**config.mk**
```make
export PLATFORM = sky130hd
export DESIGN_NAME = frame_decoder
export DESIGN_NICKNAME = d
export VERILOG_FILES = /design/src/rtl/frame_dec_pkg.sv /design/src/rtl/hamming_dec21.sv /design/src/rtl/frame_decoder.sv
export SDC_FILE = /design/constraint.sdc
export NUM_CORES = 1
export LEC_CHECK = 0
export BUFFER_PORTS_ARGS = -buffer_cell sky130_fd_sc_hd__buf_2
export CAP_MARGIN = 20
export CELL_PAD_IN_SITES_DETAIL_PLACEMENT = 1
export CELL_PAD_IN_SITES_GLOBAL_PLACEMENT = 1
export CORE_UTILIZATION = 29
export CTS_BUF_LIST = sky130_fd_sc_hd__clkbuf_4 sky130_fd_sc_hd__clkbuf_8
export DETAILED_ROUTE_END_ITERATION = 10
export PLACE_DENSITY = 0.56
export SKIP_CTS_REPAIR_TIMING = 1
export SYNTH_ARGS = -nofsm -noshare
export SYNTH_HDL_FRONTEND = slang
export SYNTH_SLANG_ARGS = --single-unit
```
**constraint.sdc**
```tcl
create_clock -name clk -period 5 [get_ports clk]
set_input_delay 0.75 -clock clk [delete_from_list [all_inputs] [get_ports clk]]
set_output_delay 0.75 -clock clk [all_outputs]
set_load 0.02 [all_outputs]
```
**src/rtl/frame_dec_pkg.sv**
```systemverilog
// frame_dec_pkg: shared types/constants for the 21-bit Hamming frame decoder.
// Holds the FSM state enum, parity positions and the data extraction helper.
package frame_dec_pkg;

  localparam int DATA_W = 16;
  localparam int ENC_W  = 21;
  localparam int SYN_W  = 5;

  localparam int PARITY_IDX [SYN_W] = '{0, 1, 3, 7, 15};

  typedef enum logic [1:0] {
    S_B0,
    S_B1,
    S_B2
  } state_t;

  // Data bits occupy every non-parity index, packed in ascending order.
  function automatic logic [DATA_W-1:0] data_extract(
    input logic [ENC_W-1:0] cw
  );
    logic [DATA_W-1:0] d;
    logic              par;
    int                j;
    d = '0;
    j = 0;
    for (int k = 0; k < ENC_W; k++) begin
      par = 1'b0;
      for (int p = 0; p < SYN_W; p++) begin
        if (PARITY_IDX[p] == k) par = 1'b1;
      end
      if (!par) begin
        d[j[3:0]] = cw[k];
        j++;
      end
    end
    return d;
  endfunction

endpackage

```
**src/rtl/hamming_dec21.sv**
```systemverilog
// hamming_dec21: two-stage syndrome + single-bit correction pipeline.
// Ports: clk, rstb, i_cw/i_valid in; o_data, o_valid, o_corr, o_uncorr out.
import frame_dec_pkg::*;

module hamming_dec21 (
  input  logic              clk,
  input  logic              rstb,
  input  logic [ENC_W-1:0]  i_cw,
  input  logic              i_valid,
  output logic [DATA_W-1:0] o_data,
  output logic              o_valid,
  output logic              o_corr,
  output logic              o_uncorr
);

  logic [SYN_W-1:0] w_syn;
  logic [ENC_W-1:0] r_s1_cw;
  logic [SYN_W-1:0] r_s1_syn;
  logic             r_s1_vld;
  logic             w_in_range;
  logic             w_over;
  logic [ENC_W-1:0] w_mask;
  logic [ENC_W-1:0] w_fix;

  always_comb begin
    w_syn = '0;
    for (int k = 0; k < ENC_W; k++) begin
      if (i_cw[k]) w_syn = w_syn ^ SYN_W'(k + 1);
    end
  end

  always_ff @(posedge clk or negedge rstb) begin
    if (!rstb) begin
      r_s1_vld <= 1'b0;
      r_s1_cw  <= '0;
      r_s1_syn <= '0;
    end else begin
      r_s1_vld <= i_valid;
      if (i_valid) begin
        r_s1_cw  <= i_cw;
        r_s1_syn <= w_syn;
      end
    end
  end

  // Syndromes past the last codeword position cannot name a bit to fix.
  assign w_in_range = (r_s1_syn != '0) &&
                      (r_s1_syn <= SYN_W'(ENC_W));
  assign w_over     = (r_s1_syn > SYN_W'(ENC_W));
  assign w_mask     = w_in_range ?
                      (ENC_W'(1) << (r_s1_syn - SYN_W'(1))) : '0;
  assign w_fix      = r_s1_cw ^ w_mask;

  always_ff @(posedge clk or negedge rstb) begin
    if (!rstb) begin
      o_valid  <= 1'b0;
      o_data   <= '0;
      o_corr   <= 1'b0;
      o_uncorr <= 1'b0;
    end else begin
      o_valid <= r_s1_vld;
      if (r_s1_vld) begin
        o_data   <= data_extract(w_fix);
        o_corr   <= w_in_range;
        o_uncorr <= w_over;
      end
    end
  end

endmodule

```
**src/rtl/frame_decoder.sv**
```systemverilog
// frame_decoder: reassembles 3 UART bytes into a 21-bit Hamming codeword,
// with header check and inter-byte timeout, then decodes it via hamming_dec21.
// Ports: clk, rstb, byte_in, byte_valid -> data_out, data_valid,
// err_corrected, err_uncorrectable, frame_err.
// Optional macro FRAME_DEC_ERR_CNT_EN adds cnt_clr, corr_cnt, uncorr_cnt.
import frame_dec_pkg::*;

module frame_decoder #(
  parameter int DATA_WIDTH     = 16,
  parameter int ENC_WIDTH      = 21,
  parameter int TIMEOUT_CYCLES = 13020
) (
  input  logic                  clk,
  input  logic                  rstb,
  input  logic [7:0]            byte_in,
  input  logic                  byte_valid,
  output logic [DATA_WIDTH-1:0] data_out,
  output logic                  data_valid,
  output logic                  err_corrected,
  output logic                  err_uncorrectable,
  output logic                  frame_err
`ifdef FRAME_DEC_ERR_CNT_EN
  ,
  input  logic                  cnt_clr,
  output logic [15:0]           corr_cnt,
  output logic [15:0]           uncorr_cnt
`endif
);

  localparam int TO_W = $clog2(TIMEOUT_CYCLES);
  localparam logic [TO_W-1:0] TO_LAST = TO_W'(TIMEOUT_CYCLES - 1);

  state_t               r_state;
  state_t               w_nxt_state;
  logic [TO_W-1:0]      r_to_cnt;
  logic [4:0]           r_b0;
  logic [7:0]           r_b1;
  logic [ENC_WIDTH-1:0] r_cw;
  logic                 r_cw_vld;
  logic                 r_frame_err;
  logic                 w_hdr_err;
  logic                 w_timeout;
  logic                 w_to_hit;
  logic                 w_cw_done;

  assign w_to_hit  = (r_to_cnt == TO_LAST);
  assign frame_err = r_frame_err;

  // A byte arriving on the timeout cycle takes priority over the timeout.
  always_comb begin
    w_nxt_state = r_state;
    w_hdr_err   = 1'b0;
    w_timeout   = 1'b0;
    w_cw_done   = 1'b0;
    unique case (r_state)
      S_B0: begin
        if (byte_valid) begin
          if (byte_in[7:5] != 3'b000) w_hdr_err = 1'b1;
          else w_nxt_state = S_B1;
        end
      end
      S_B1: begin
        if (byte_valid) begin
          w_nxt_state = S_B2;
        end else if (w_to_hit) begin
          w_timeout   = 1'b1;
          w_nxt_state = S_B0;
        end
      end
      S_B2: begin
        if (byte_valid) begin
          w_cw_done   = 1'b1;
          w_nxt_state = S_B0;
        end else if (w_to_hit) begin
          w_timeout   = 1'b1;
          w_nxt_state = S_B0;
        end
      end
      default: w_nxt_state = S_B0;
    endcase
  end

  always_ff @(posedge clk or negedge rstb) begin
    if (!rstb) begin
      r_state     <= S_B0;
      r_to_cnt    <= '0;
      r_frame_err <= 1'b0;
      r_b0        <= '0;
      r_b1        <= '0;
      r_cw        <= '0;
      r_cw_vld    <= 1'b0;
    end else begin
      r_state     <= w_nxt_state;
      r_frame_err <= w_hdr_err | w_timeout;
      r_cw_vld    <= w_cw_done;
      if (r_state == S_B0 || byte_valid || w_timeout) begin
        r_to_cnt <= '0;
      end else begin
        r_to_cnt <= r_to_cnt + TO_W'(1);
      end
      if (r_state == S_B0 && byte_valid && !w_hdr_err) begin
        r_b0 <= byte_in[4:0];
      end
      if (r_state == S_B1 && byte_valid) begin
        r_b1 <= byte_in;
      end
      if (w_cw_done) begin
        r_cw <= {r_b0, r_b1, byte_in};
      end
    end
  end

  hamming_dec21 u_dec (
    .clk      (clk),
    .rstb     (rstb),
    .i_cw     (r_cw),
    .i_valid  (r_cw_vld),
    .o_data   (data_out),
    .o_valid  (data_valid),
    .o_corr   (err_corrected),
    .o_uncorr (err_uncorrectable)
  );

`ifdef FRAME_DEC_ERR_CNT_EN
  always_ff @(posedge clk or negedge rstb) begin
    if (!rstb) begin
      corr_cnt   <= '0;
      uncorr_cnt <= '0;
    end else if (cnt_clr) begin
      corr_cnt   <= '0;
      uncorr_cnt <= '0;
    end else begin
      if (data_valid && err_corrected && corr_cnt != 16'hFFFF) begin
        corr_cnt <= corr_cnt + 16'd1;
      end
      if (data_valid && err_uncorrectable &&
          uncorr_cnt != 16'hFFFF) begin
        uncorr_cnt <= uncorr_cnt + 16'd1;
      end
    end
  end
`endif

endmodule

```
# Yosys cells after proc, flatten, opt, wreduce, memory -nomap -nowiden
# Index checks and enable logic that the tools add are counted.
op_classes:
  addsub: 21
  magnitude_cmp: 42
  eq_ne: 5
  shift: 1
  mux: 148
  n_bitwise: 22
  n_reduce_logical: 32
op_table:
  columns: ["cell", "count"]
  rows:
  - ["two-way mux 16 bit", 23]
  - ["bitwise mux 16 bit", 20]
  - ["two-way mux 4 bit", 32]
  - ["< comparator 4 x 5 -> 1 bit (second input constant)", 20]
  - ["demux 1 bit (select 4 bit)", 20]
  - [">= comparator 4 x 1 -> 1 bit (second input constant)", 20]
  - ["adder 4 x 2 -> 4 bit (second input constant)", 19]
  - ["two-way mux 1 bit", 33]
  - ["two-way mux 5 bit", 6]
  - ["logical AND 1 bit", 24]
  - ["two-way mux 21 bit", 1]
  - ["<< shifter 1 x 5 -> 21 bit (first input constant)", 1]
  - ["bitwise XOR 21 bit", 1]
  - ["NOT 2 bit", 9]
  - ["NOT 3 bit", 6]
  - ["adder 14 x 1 -> 14 bit (second input constant)", 1]
  - ["== test 14 bit (second input constant)", 1]
  - ["two-way mux 14 bit", 1]
  - ["two-way mux 2 bit", 7]
  - ["two-way mux 3 bit", 4]
  - ["one-hot mux 2 bit (3 select lines)", 1]
  - ["greater-than comparator 5 bit (second input constant)", 1]
  - ["<= comparator 5 bit (second input constant)", 1]
  - ["nonzero test 5 bit", 1]
  - ["13 further kinds", 18]
word_totals:
  ff_bits: 98
  in_bits: 11
  out_inout_bits: 20
  wordCells: 285

# Logic depth before layout (Yosys ltp)
# Gate-level depths: netlist (run 1).
depth:
  ltp_word: 50
  depth_mapped: 9
  mapped_depth_nobuf: 6

# Hierarchy
# From an unflattened synthesis (run 1), not the netlist that was laid out.
hier_totals:
  cells_unflattened: 363
  hier_area_um2: 4399.2
modules_own_cells:
  columns: ["module", "n_inst", "cells_per_inst", "area_each_um2", "seq_area_each_um2"]
  rows:
  - ["frame_decoder", 1, 169, 2244.7, 1301.2]
  - ["hamming_dec21", 1, 194, 2154.6, 1026.0]

# Worst setup path before layout (run 1)
# Ideal clock, no wire load.
synth_timing:
  kind: "flip-flop to flip-flop"
  startpoint: "register u_dec.r_s1_syn[1]"
  endpoint: "register u_dec.o_data[2]"
  setup_ns: 0.137
  t_arrival_ns: 1.882
  t_required_ns: 4.863
  path_slack_ns: 2.982
  path_stages_with_launch: 10
  n_path_buf: 3
  synth_period_minus_slack_ns: 2.018
  cell_sequence: "dfrtp_1 -> buf_2 -> clkbuf_1 -> nor2_1 -> ha_1 -> clkbuf_1 -> nand3b_1 -> nor4_1 -> xnor2_1 -> a21oi_1"
synth_between:
  elab_chain_len: 47
  word_cells_on_any_way: 50
  classes_between: "add/sub (1); order compare (1); shift (1); mux (44); bitwise (1); reduce/logical (2)"
synth_lines:
  columns: ["element", "line", "rtl"]
  rows:
  - ["start, declared", "hamming_dec21.sv:18", "logic [SYN_W-1:0] r_s1_syn;"]
  - ["start signal, assigned", "hamming_dec21.sv:41", "r_s1_syn <= w_syn;"]
  - ["subtractor 5 x 1 -> 5 bit, or another cell as far along", "hamming_dec21.sv:51", "(ENC_W'(1) << (r_s1_syn - SYN_W'(1))) : '0;"]
  - ["<< shifter 1 x 5 -> 21 bit / logical AND 1 bit (equally long branches)", "hamming_dec21.sv:51, hamming_dec21.sv:47", null]
  - ["two-way mux 21 bit (*)", "hamming_dec21.sv:50", "assign w_mask = w_in_range ?"]
  - ["bitwise XOR 21 bit (*)", "hamming_dec21.sv:52", "assign w_fix = r_s1_cw ^ w_mask;"]
  - ["bitwise mux 16 bit", "frame_dec_pkg.sv:32", "d[j[3:0]] = cw[k];"]
  - ["two-way mux 16 bit", "frame_dec_pkg.sv:31", "if (!par) begin"]
  - ["two-way mux 16 bit", "hamming_dec21.sv:62", "if (r_s1_vld) begin"]
  - ["bitwise mux 16 bit", "frame_dec_pkg.sv:32", null]
  - ["[... 31 more ...]", null, null]
  - ["two-way mux 16 bit", "hamming_dec21.sv:62", null]
  - ["bitwise mux 16 bit", "frame_dec_pkg.sv:32", null]
  - ["two-way mux 16 bit", "hamming_dec21.sv:62", null]
  - ["bitwise mux 16 bit", "frame_dec_pkg.sv:32", null]
  - ["two-way mux 16 bit", "hamming_dec21.sv:62", null]
  - ["bitwise mux 16 bit", "frame_dec_pkg.sv:32", null]
  - ["two-way mux 16 bit", "hamming_dec21.sv:62", null]
  - ["bitwise mux 16 bit (*)", "frame_dec_pkg.sv:32", null]
  - ["end signal, assigned", "hamming_dec21.sv:63", "o_data <= data_extract(w_fix);"]
  - ["end, declared", "hamming_dec21.sv:10", "output logic [DATA_W-1:0] o_data,"]
# Mark *: on every way between the ends. The rest lies on a longest branch, timed or not. The select of a mux whose other input is x is not followed.
# A chain may end at the register's enable or synchronous reset.

# Worst setup path after layout (run 1)
layout_timing:
  startpoint: "register u_dec.r_s1_syn[1]"
  endpoint: "register u_dec.o_data[1]"
# The elaborated chain is that of the path after synthesis.

==> impl_metrics.csv, run 1 <==
group,metric,value,unit
timing,tns,0,ns
place,pre_cts_slack,2.767,ns
power,ir_drop,241.1,uV
floorplan,die_w,124.9,um
cts,cts_tree,"yes",
cts,insertion_delay,0.38,ns
cells_and_area,fin_area,4951,um^2
cts,cts.clk_slew.worst_paths,0.09,ns
synth,ys_seq_elements,93,
timing,fin_ws,2.786,ns
power,cellPowerDensity,685.9,nW/um^2
place,post-dp-hpwl,6.516,mm
floorplan,die_height,124.9,um
global_routing,grt.overflow.total,0,
timing,min_period,2.214,ns
cells_and_area,num_antenna_cells,0,
hold_path,hp-class,"in -> async",
global_routing,antenna_found_initial,0,
cells_and_area,final_nets,407,
power,intPower,2165,uW
cells_and_area,finalNonFillerCells,579,
route,first_pass_iters,7,
critical_path,worstPathArrival,2.46,ns
timing,fin_crit_sh,44.28,%
synth,yosysTopAreaCell,"dfrtp_1",
outcome,status,"complete, but fails checks",
power,clockPowerShare,17.9,%
global_routing,grt_pass1_vias,2986,
global_routing,grt_max_degree,62,
run,maxCapViolCount,0,
route,routed_wl,9.130,mm
cts,cts_made_buffers,9,
timing,slew_violations,0,
floorplan,initial_core_util,29.93,%
place,postPlaceCellArea,4708,um^2
cts,cts_root_buffer,"clkbuf_8",
route,drc,10,
floorplan,core-area,14640,um^2
critical_path,path_max_fanout,19,
synth,synth-edff-count,0,
power,p_total,3396,uW
timing,skew,0.01151,ns
power,switching_power,1231,uW
timing,tightest_slew,0.9651,ns
cts,cts_sinks,93,
cells_and_area,syn_to_final_growth,12.96,%
timing,hold_viol_final,0,
synth,synth_top_area_share,53.10,%
global_routing,grt_use_total,13.07,%
synth,ys_top_cells_by_area,"dfrtp_1, mux2_2, xnor2_1",
route,drt_iter0_markers,161,
route,route.vias.total,2712,
power,p_leak,0.002099,uW
route,vias_per_cell,4.684,
power,swShare,36.25,%
global_routing,grt_pass1_wl,15.87,mm
floorplan,die-area,15610,um^2
timing,fmax,0.4516,GHz
cts,cts_buffer_depth,2,
synth,synth-seq-area-share,53.10,%
route,postRouteAntennaNets,0,
place,gp_congestion,0.7382,
timing,rsz0062_at_grt,"false",
critical_path,end_kind,"register",
power,p_seq_share,41.0,%
synth,syn-instance-count,364,
synth,syn-cell-area,4383,um^2
timing,relSlewSlack,35.51,%
floorplan,io_pins,31,
floorplan,rows,44,
critical_path,crit_type,"reg -> reg",
synth,async_reset_ff_share,100.0,%
power,combPwrFrac,41.1,%
route,avgRoutedWirePerCell,15.77,um
place,io_buffers,30,
synth,synthFlopType,"dfrtp_1",
critical_path,crit_path_start_kind,"register",
cts,cts-htree-levels,3,
synth,syn_avg_cell_area,12.04,um^2
outcome,violations,"design-rule violations",
critical_path,cp.required,5.25,ns
place,placedCellCount,563,
cells_and_area,drive_above_1_share,26.33,%
timing,setup_viol,0,
synth,synth_fp_nets,381,
synth,yosys_warnings,0,
synth,netlist-cell-type-count,43,
-- registers in the layout, indices dropped and copies added, names as in the netlist --
name,cells
u_dec.o_corr,1
u_dec.r_s1_vld,1
r_cw_vld,1
r_b1,8
u_dec.r_s1_cw,16
r_to_cnt,14
u_dec.o_uncorr,1
r_cw,21
frame_err,1
r_b0,5
r_state,2
u_dec.o_data,16
u_dec.o_valid,1
u_dec.r_s1_syn,5
-- Yosys cell counts (4+ instances only) --
cell type and count:
dfrtp_1 93, mux2_2 51, nor2_1 36, xnor2_1 30, a21oi_1 24, xor2_1 17
clkbuf_1 13, inv_1 11, nand3_1 11, nand2_1 8, ha_1 6, nand4_1 6
o21ai_0 5, xnor3_1 5, nor4_1 4
-- per-stage QoR --
stage	util, %	hold WS, ns
after global placement	32.15	0.4598
final	33.81	0.4588
after floorplan	-	0.3519
after global routing	33.81	0.5102
after CTS	33.81	0.4768
after detailed placement	32.15	0.4742
-- layout by cell type, fill, tap and decap left out, types with 2 or more instances in the layout --
cell type,instances
nand4_1,6
mux2i_1,2
nand3b_1,2
bufinv_16,3
xor2_1,17
nor4b_1,2
nand2_1,8
dfrtp_1,93
or3_1,3
nand3_1,11
nor4_1,4
buf_4,3
inv_1,11
nor3_1,3
clkbuf_8,9
xnor3_1,5
nor2_1,36
nor3b_1,3
o21ai_0,5
nor2b_1,3
buf_2,29
nand2b_1,3
ha_1,6
nand4b_1,3
mux2_2,51
a21oi_1,24
xnor2_1,30
-- power groups by stage --
| stage | clock network (uW) | registers (uW) | logic [uW] |
|---|---|---|---|
| after floorplan | 0 | 1360 | 1090 |
| after global placement | 0 | 1400 | 1370 |
| after detailed placement | 0 | 1420 | 1410 |
| after CTS | 632 | 1400 | 1420 |
| after global routing | 660 | 1450 | 1550 |
| final | 608 | 1390 | 1400 |
-- worst max-delay path: stages, from the launching register on --
cell      delay [ns]
dfrtp_1         0.68
nor2_1          0.11
ha_1            0.51
nand3b_1        0.15
nor4_1          0.39
xnor2_1         0.17
a21oi_1         0.08
-- cells by family (layout without fill, tap and decap cells) --
logic type | Yosys count | in the layout | share of synthesized area, %
adders and majority gates | 6 | 6 | 1.713
AOI/OAI and AO/OA | 37 | 37 | 5.167
muxes | 53 | 53 | 13.56
DFF | 93 | 93 | 53.10
buffers and inverters | 28 | 59 | 2.598
and+or+nand+nor | 95 | 95 | 11.90
xor gates and xnor gates | 52 | 52 | 11.96
-- routing by layer --
metal | global-route usage (%) | routed length [um] | vias to the layer above
met3 | 3.509 | 281 | 11
met5 | 0 | 0 | -
met4 | 5.165 | 144 | 0
met2 | 19.70 | 3963 | 36
met1 | 17.88 | 4741 | 1346
li1 | - | - | 1319
-- cell type report --
class,count,area [um^2]
fill,1608,9693
sequential,93,2327
multi-input combinational,243,1942
tap,184,230.2
timing repair buffer,32,167.7
clock buffer,10,131.4
clock inverter,6,111.4
inverter,11,41.29
-- final timing paths --
path                       cells after the start                          start  slack [ns]                     endpoint
setup / recovery                               6  u_dec.r_s1_syn[1]$_DFFE_PN0P_        2.79  u_dec.o_data[1]$_DFFE_PN0P_
hold reg to reg                                1          r_to_cnt[0]$_DFF_PN0_        0.48        r_to_cnt[0]$_DFF_PN0_
hold / removal                                 1                           rstb        0.46  u_dec.o_data[3]$_DFFE_PN0P_
min in group clk                               1          r_to_cnt[0]$_DFF_PN0_        0.48        r_to_cnt[0]$_DFF_PN0_
max in group asynchronous                      2                           rstb        3.60         r_cw[10]$_DFFE_PN0P_
setup reg to reg                               6  u_dec.r_s1_syn[1]$_DFFE_PN0P_        2.79  u_dec.o_data[1]$_DFFE_PN0P_
Note: power is estimated with default switching activity, not from simulation.
==> run 2: changes to the inputs <==
==> constraint.sdc (replaced) <==
create_clock -name clk -period 2.3 [get_ports clk]
set_input_delay 0.345 -clock clk [delete_from_list [all_inputs] [get_ports clk]]
set_output_delay 0.345 -clock clk [all_outputs]
set_load 0.02 [all_outputs]
==> run 2 against run 1 <==
  * The run still ends with design-rule violations left
  * Global-route usage shrank 0.45 points
  * Register-to-register slack worse by 2.4 ns
  * Sequential share of layout area down 0.33 points
  * Critical path type unchanged
  * Largest power group unchanged
  * Highest routed layer unchanged
==> impl_metrics.csv, run 2 (synthesis gave the netlist of run 1 again) <==
group,metric,value,unit
place,post-dp-hpwl,6.477,mm
critical_path,path_max_fanout,11,
cells_and_area,final_nets,413,
cts,cts-htree-levels,3,
timing,fmax,0.5242,GHz
global_routing,grt_pass1_wl,15.28,mm
cells_and_area,most-common-layout-cells,"dfrtp_1, mux2_2, nor2_1",
timing,tns,0,ns
cells_and_area,largest_registers,"r_cw (21), u_dec.o_data (16), u_dec.r_s1_cw (16)",
run,maxCapViolCount,0,
place,postPlaceCellArea,4758,um^2
cts,cts_tree,"yes",
critical_path,critPathBufInv,0,
cts,insertion_delay,0.37,ns
cts,cts_root_buffer,"clkbuf_8",
outcome,violations,"design-rule violations",
cells_and_area,syn_to_final_growth,13.76,%
critical_path,cp.required,2.59,ns
critical_path,worstPathCellList,"nor2_1 -> ha_1 -> nor3b_1 -> nand4_1 -> xor2_1 -> a21oi_1",
cts,cts_buffer_depth,2,
cells_and_area,final_common_cell,"dfrtp_1",
cells_and_area,fin_area,4986,um^2
outcome,status,"complete, but fails checks",
critical_path,cpMaxStageDelayCell,"dfrtp_1",
timing,tightest_slew,0.4822,ns
critical_path,end_kind,"register",
floorplan,initial_core_util,29.93,%
route,drt_iter0_markers,97,
place,placedCellCount,568,
global_routing,grt_max_degree,39,
floorplan,die_height,124.9,um
hold_path,hp-class,"in -> reg",
route,drc,10,
timing,hold_viol_final,0,
global_routing,grt_pass1_vias,2832,
critical_path,crit_type,"reg -> reg",
cts,cts.clk_slew.worst_paths,0.09,ns
critical_path,crit_path_start_kind,"register",
route,first_pass_iters,7,
place,pre_cts_slack,0.4156,ns
timing,fin_ws,0.3925,ns
critical_path,crit_family,"simple AND/OR/NAND/NOR gates",
cells_and_area,drive_above_1_share,27.00,%
cells_and_area,largest_reg_flops,21,
power,p_leak,0.002120,uW
place,io_buffers,30,
global_routing,antenna_found_initial,0,
global_routing,grt_use_total,12.62,%
power,ir_drop,424.8,uV
timing,slew_violations,0,
route,postRouteAntennaNets,0,
place,gp_congestion,0.7982,
cells_and_area,max_flop_register,"r_cw",
timing,skew,0.01068,ns
timing,hold_slack,0.2448,ns
floorplan,core-area,14640,um^2
cts,cts_made_buffers,9,
timing,relSlewSlack,67.55,%
timing,rsz0062_at_grt,"false",
cells_and_area,num_antenna_cells,0,
route,avgRoutedWirePerCell,15.52,um
timing,fin_crit_sh,82.94,%
cts,cts_sinks,93,
critical_path,critPathMaxStageDelay,0.50,ns
route,route.vias.total,2765,
floorplan,rows,44,
floorplan,die-area,15610,um^2
timing,min_period,1.908,ns
critical_path,worstPathArrival,2.20,ns
floorplan,io_pins,31,
route,vias_per_cell,4.735,
cells_and_area,finalNonFillerCells,584,
global_routing,grt.overflow.total,0,
timing,setup_viol,0,
route,routed_wl,9.065,mm
floorplan,die_w,124.9,um
power,cellPowerDensity,1463,nW/um^2
run 2: cell types whose count changed in the layout (fill, tap and decap cells not counted):
cell / before / now
buf_4: 3 / 7
buf_12: 0 / 1
bufinv_16: 3 / 2
clkbuf_8: 9 / 10
clkinv_4: 1 / 0
dlygate4sd3_1: 0 / 1
run 2: metrics by stage:
step                utilization, %  power [uW]
detailed placement           32.49        6145
global placement             32.49        6036
global route                 34.05        7843
CTS                          33.98        7401
floorplan                        -        5330
finish                       34.05        7297
run 2: layer usage:
| layer | track usage [%] | part of all wire (%) | routed length (um) |
|---|---|---|---|
| met5 | 0 | 0 | 0 |
| met4 | 6.241 | 2.0 | 184 |
| met3 | 2.439 | 2.6 | 240 |
| met2 | 18.61 | 44 | 4006 |
| met1 | 17.72 | 51 | 4633 |
run 2: layout make-up:
type | instances | area (um^2)
well taps | 184 | 230.2
clock buffers | 11 | 145.1
fillers | 1613 | 9658
repair buffers | 38 | 227.7
multi-input cells | 243 | 1942
inverters | 11 | 41.29
clock inverters | 4 | 72.57
flip-flops and latches | 93 | 2327
run 2: power by group:
part	leakage [uW]	switching [uW]	total [uW]	internal, uW
sequential	0.00115	608	2930	2320
clock	0.000109	576	1220	647
combinational	0.000866	1460	3150	1690
run 2: worst paths after layout:
path,to,slack (ns),cells past startpoint,startpoint
worst max-delay path,u_dec.o_data[12]$_DFFE_PN0P_,0.39,6,u_dec.r_s1_syn[1]$_DFFE_PN0P_
worst min-delay path,r_b0[4]$_DFFE_PN0P_,0.24,2,byte_in[4]
worst max register to register,u_dec.o_data[12]$_DFFE_PN0P_,0.39,6,u_dec.r_s1_syn[1]$_DFFE_PN0P_
worst min register to register,r_to_cnt[0]$_DFF_PN0_,0.49,1,r_to_cnt[0]$_DFF_PN0_
max in group asynchronous,r_b0[1]$_DFFE_PN0P_,1.13,3,rstb
min in group asynchronous,u_dec.o_uncorr$_DFFE_PN0P_,0.47,2,rstb
==> run 3: changes to the inputs <==
==> constraint.sdc (replaced) <==
create_clock -name clk -period 1.8 [get_ports clk]
set_input_delay 0.27 -clock clk [delete_from_list [all_inputs] [get_ports clk]]
set_output_delay 0.27 -clock clk [all_outputs]
set_load 0.02 [all_outputs]
==> run 3 against run 2 <==
  * First-iteration DRC count shrank 11%
  * Largest power group unchanged
  * Global-route usage rose by 0.88 points
  * Non-clock buffer count up 13
  * The flow still finishes with violations (design-rule violations)
  * Clock skew rose by 0.00053 ns
  * Sequential power up 26%
  * Routed wire length grew 3.3%
  * Worst setup slack worse by 0.27 ns
  * Via count rose by 2.2%
  * Clock power about the same
  * Largest cell class unchanged
  * Highest routed layer unchanged
==> impl_metrics.csv, run 3 (synthesis gave the netlist of run 1 again) <==
group,metric,value,unit
cells_and_area,largest_reg_flops,21,
route,drc,8,
critical_path,cp.required,2.06,ns
cells_and_area,most-common-layout-cells,"dfrtp_1, mux2_2, nor2_1",
critical_path,crit_start,"u_dec.r_s1_syn[0]$_DFFE_PN0P_",
cells_and_area,utilization,34.73,%
timing,tns,0,ns
global_routing,grt.overflow.total,0,
hold_path,worstHoldStart,"byte_in[4]",
route,avgRoutedWirePerCell,15.74,um
outcome,status,"complete, but fails checks",
timing,skew,0.01121,ns
timing,fin_crit_sh,92.96,%
critical_path,critPathBufInv,1,
cts,cts_root_buffer,"clkbuf_8",
timing,relSlewSlack,67.78,%
place,post-dp-hpwl,6.790,mm
global_routing,grt_pass1_vias,3044,
timing,fmax,0.5976,GHz
floorplan,core-area,14640,um^2
timing,min_period,1.673,ns
critical_path,crit_type,"reg -> reg",
power,cellPowerDensity,1844,nW/um^2
timing,slew_violations,0,
cts,cts_made_buffers,9,
route,vias_per_cell,4.748,
cells_and_area,final_common_cell,"dfrtp_1",
place,pre_cts_slack,0.04896,ns
cells_and_area,syn_to_final_growth,16.04,%
cells_and_area,num_antenna_cells,0,
power,p_leak,0.002169,uW
global_routing,grt_max_degree,49,
timing,setup_viol,0,
floorplan,die_w,124.9,um
floorplan,io_pins,31,
hold_path,hp-class,"in -> reg",
floorplan,die_height,124.9,um
cts,cts-htree-levels,3,
cells_and_area,largest_registers,"r_cw (21), u_dec.o_data (16), u_dec.r_s1_cw (16)",
route,route.vias.total,2825,
timing,tightest_slew,0.4788,ns
outcome,violations,"design-rule violations",
floorplan,initial_core_util,29.93,%
global_routing,grt_use_total,13.50,%
global_routing,antenna_found_initial,0,
timing,rsz0062_at_grt,"false",
critical_path,end_kind,"register",
timing,hold_viol_final,0,
run,maxCapViolCount,0,
floorplan,rows,44,
cts,insertion_delay,0.37,ns
cts,cts.clk_slew.worst_paths,0.09,ns
critical_path,cpMaxStageDelayCell,"dfrtp_1",
critical_path,worstPathCellList,"nor2_1 -> ha_2 -> buf_4 -> nor4b_2 -> xnor2_1 -> a21oi_1",
cts,cts_tree,"yes",
critical_path,critPathMaxStageDelay,0.41,ns
power,ir_drop,617.2,uV
cells_and_area,drive_above_1_share,30.41,%
critical_path,crit_family,"simple AND/OR/NAND/NOR gates",
route,postRouteAntennaNets,0,
critical_path,r2r_start,"u_dec.r_s1_syn[0]$_DFFE_PN0P_",
route,drt_iter0_markers,86,
cts,cts_sinks,93,
cts,cts_buffer_depth,2,
critical_path,path_max_fanout,7,
cells_and_area,max_flop_register,"r_cw",
timing,fin_ws,0.1267,ns
floorplan,die-area,15610,um^2
place,gp_congestion,0.7982,
critical_path,worstPathArrival,1.94,ns
critical_path,crit_path_start_kind,"register",
route,first_pass_iters,7,
cells_and_area,final_nets,426,
global_routing,grt_pass1_wl,16.44,mm
place,io_buffers,30,
route,routed_wl,9.366,mm
==> run 3: cell types whose count changed in the layout (fill, tap and decap cells not counted), sizes merged <==
cell / delta
buf: +13
bufinv: -2
==> run 3: worst register-to-register path: stages (launching register included) <==
cell     delay [ns]
dfrtp_1        0.41
nor2_1         0.12
ha_2           0.33
buf_4          0.18
nor4b_2        0.30
xnor2_1        0.15
a21oi_1        0.08
==> run 3: cell type report <==
type                       instances  area, um^2
clock buffer                      11       145.1
clock inverter                     2       12.51
fill                            1606        9558
inverter                          11       41.29
multi-input combinational        243        1967
sequential                        93        2327
tap                              184       230.2
timing repair buffer              51       362.8
==> run 3: worst paths after layout <==
kind | endpoint | slack, ns | cells after the start
max | u_dec.o_data[4]$_DFFE_PN0P_ | 0.13 | 6
min in group asynchronous | u_dec.o_uncorr$_DFFE_PN0P_ | 0.42 | 3
max in group asynchronous | r_b0[3]$_DFFE_PN0P_ | 1.12 | 3
min | r_cw[4]$_DFFE_PN0P_ | 0.17 | 2
max reg2reg | u_dec.o_data[4]$_DFFE_PN0P_ | 0.13 | 6
min reg2reg | r_to_cnt[0]$_DFF_PN0_ | 0.49 | 1
==> run 3: power by group <==
| group | internal (uW) | switching, uW | leakage (uW) |
|---|---|---|---|
| Clock | 531 | 711 | 0.0000806 |
| Sequential | 2960 | 726 | 0.00115 |
| Combinational | 2390 | 2050 | 0.000944 |
| Total | 5890 | 3490 | 0.00217 |
==> run 3: per-layer routing <==
| layer | vias to the layer above | GRT usage, % | part of all wire [%] |
|---|---|---|---|
| met4 | 0 | 6.456 | 2.1 |
| met3 | 12 | 2.225 | 2.6 |
| met2 | 35 | 20.49 | 45 |
| met1 | 1430 | 18.83 | 50 |
| met5 | - | 0 | 0 |
| li1 | 1348 | - | - |
==> run 3: stage by stage <==
step | hold WS [ns] | power [uW] | std cells | cell area [um^2]
2_1_floorplan | -0.02559 | 6906 | 364 | 4419
3_3_place_gp | 0.2824 | 8055 | 581 | 4908
3_5_place_dp | 0.2863 | 8227 | 581 | 4908
4_1_cts | -0.1308 | 9526 | 594 | 5066
5_1_grt | 0.1620 | 10110 | 595 | 5086
6_report | 0.1665 | 9377 | 595 | 5086
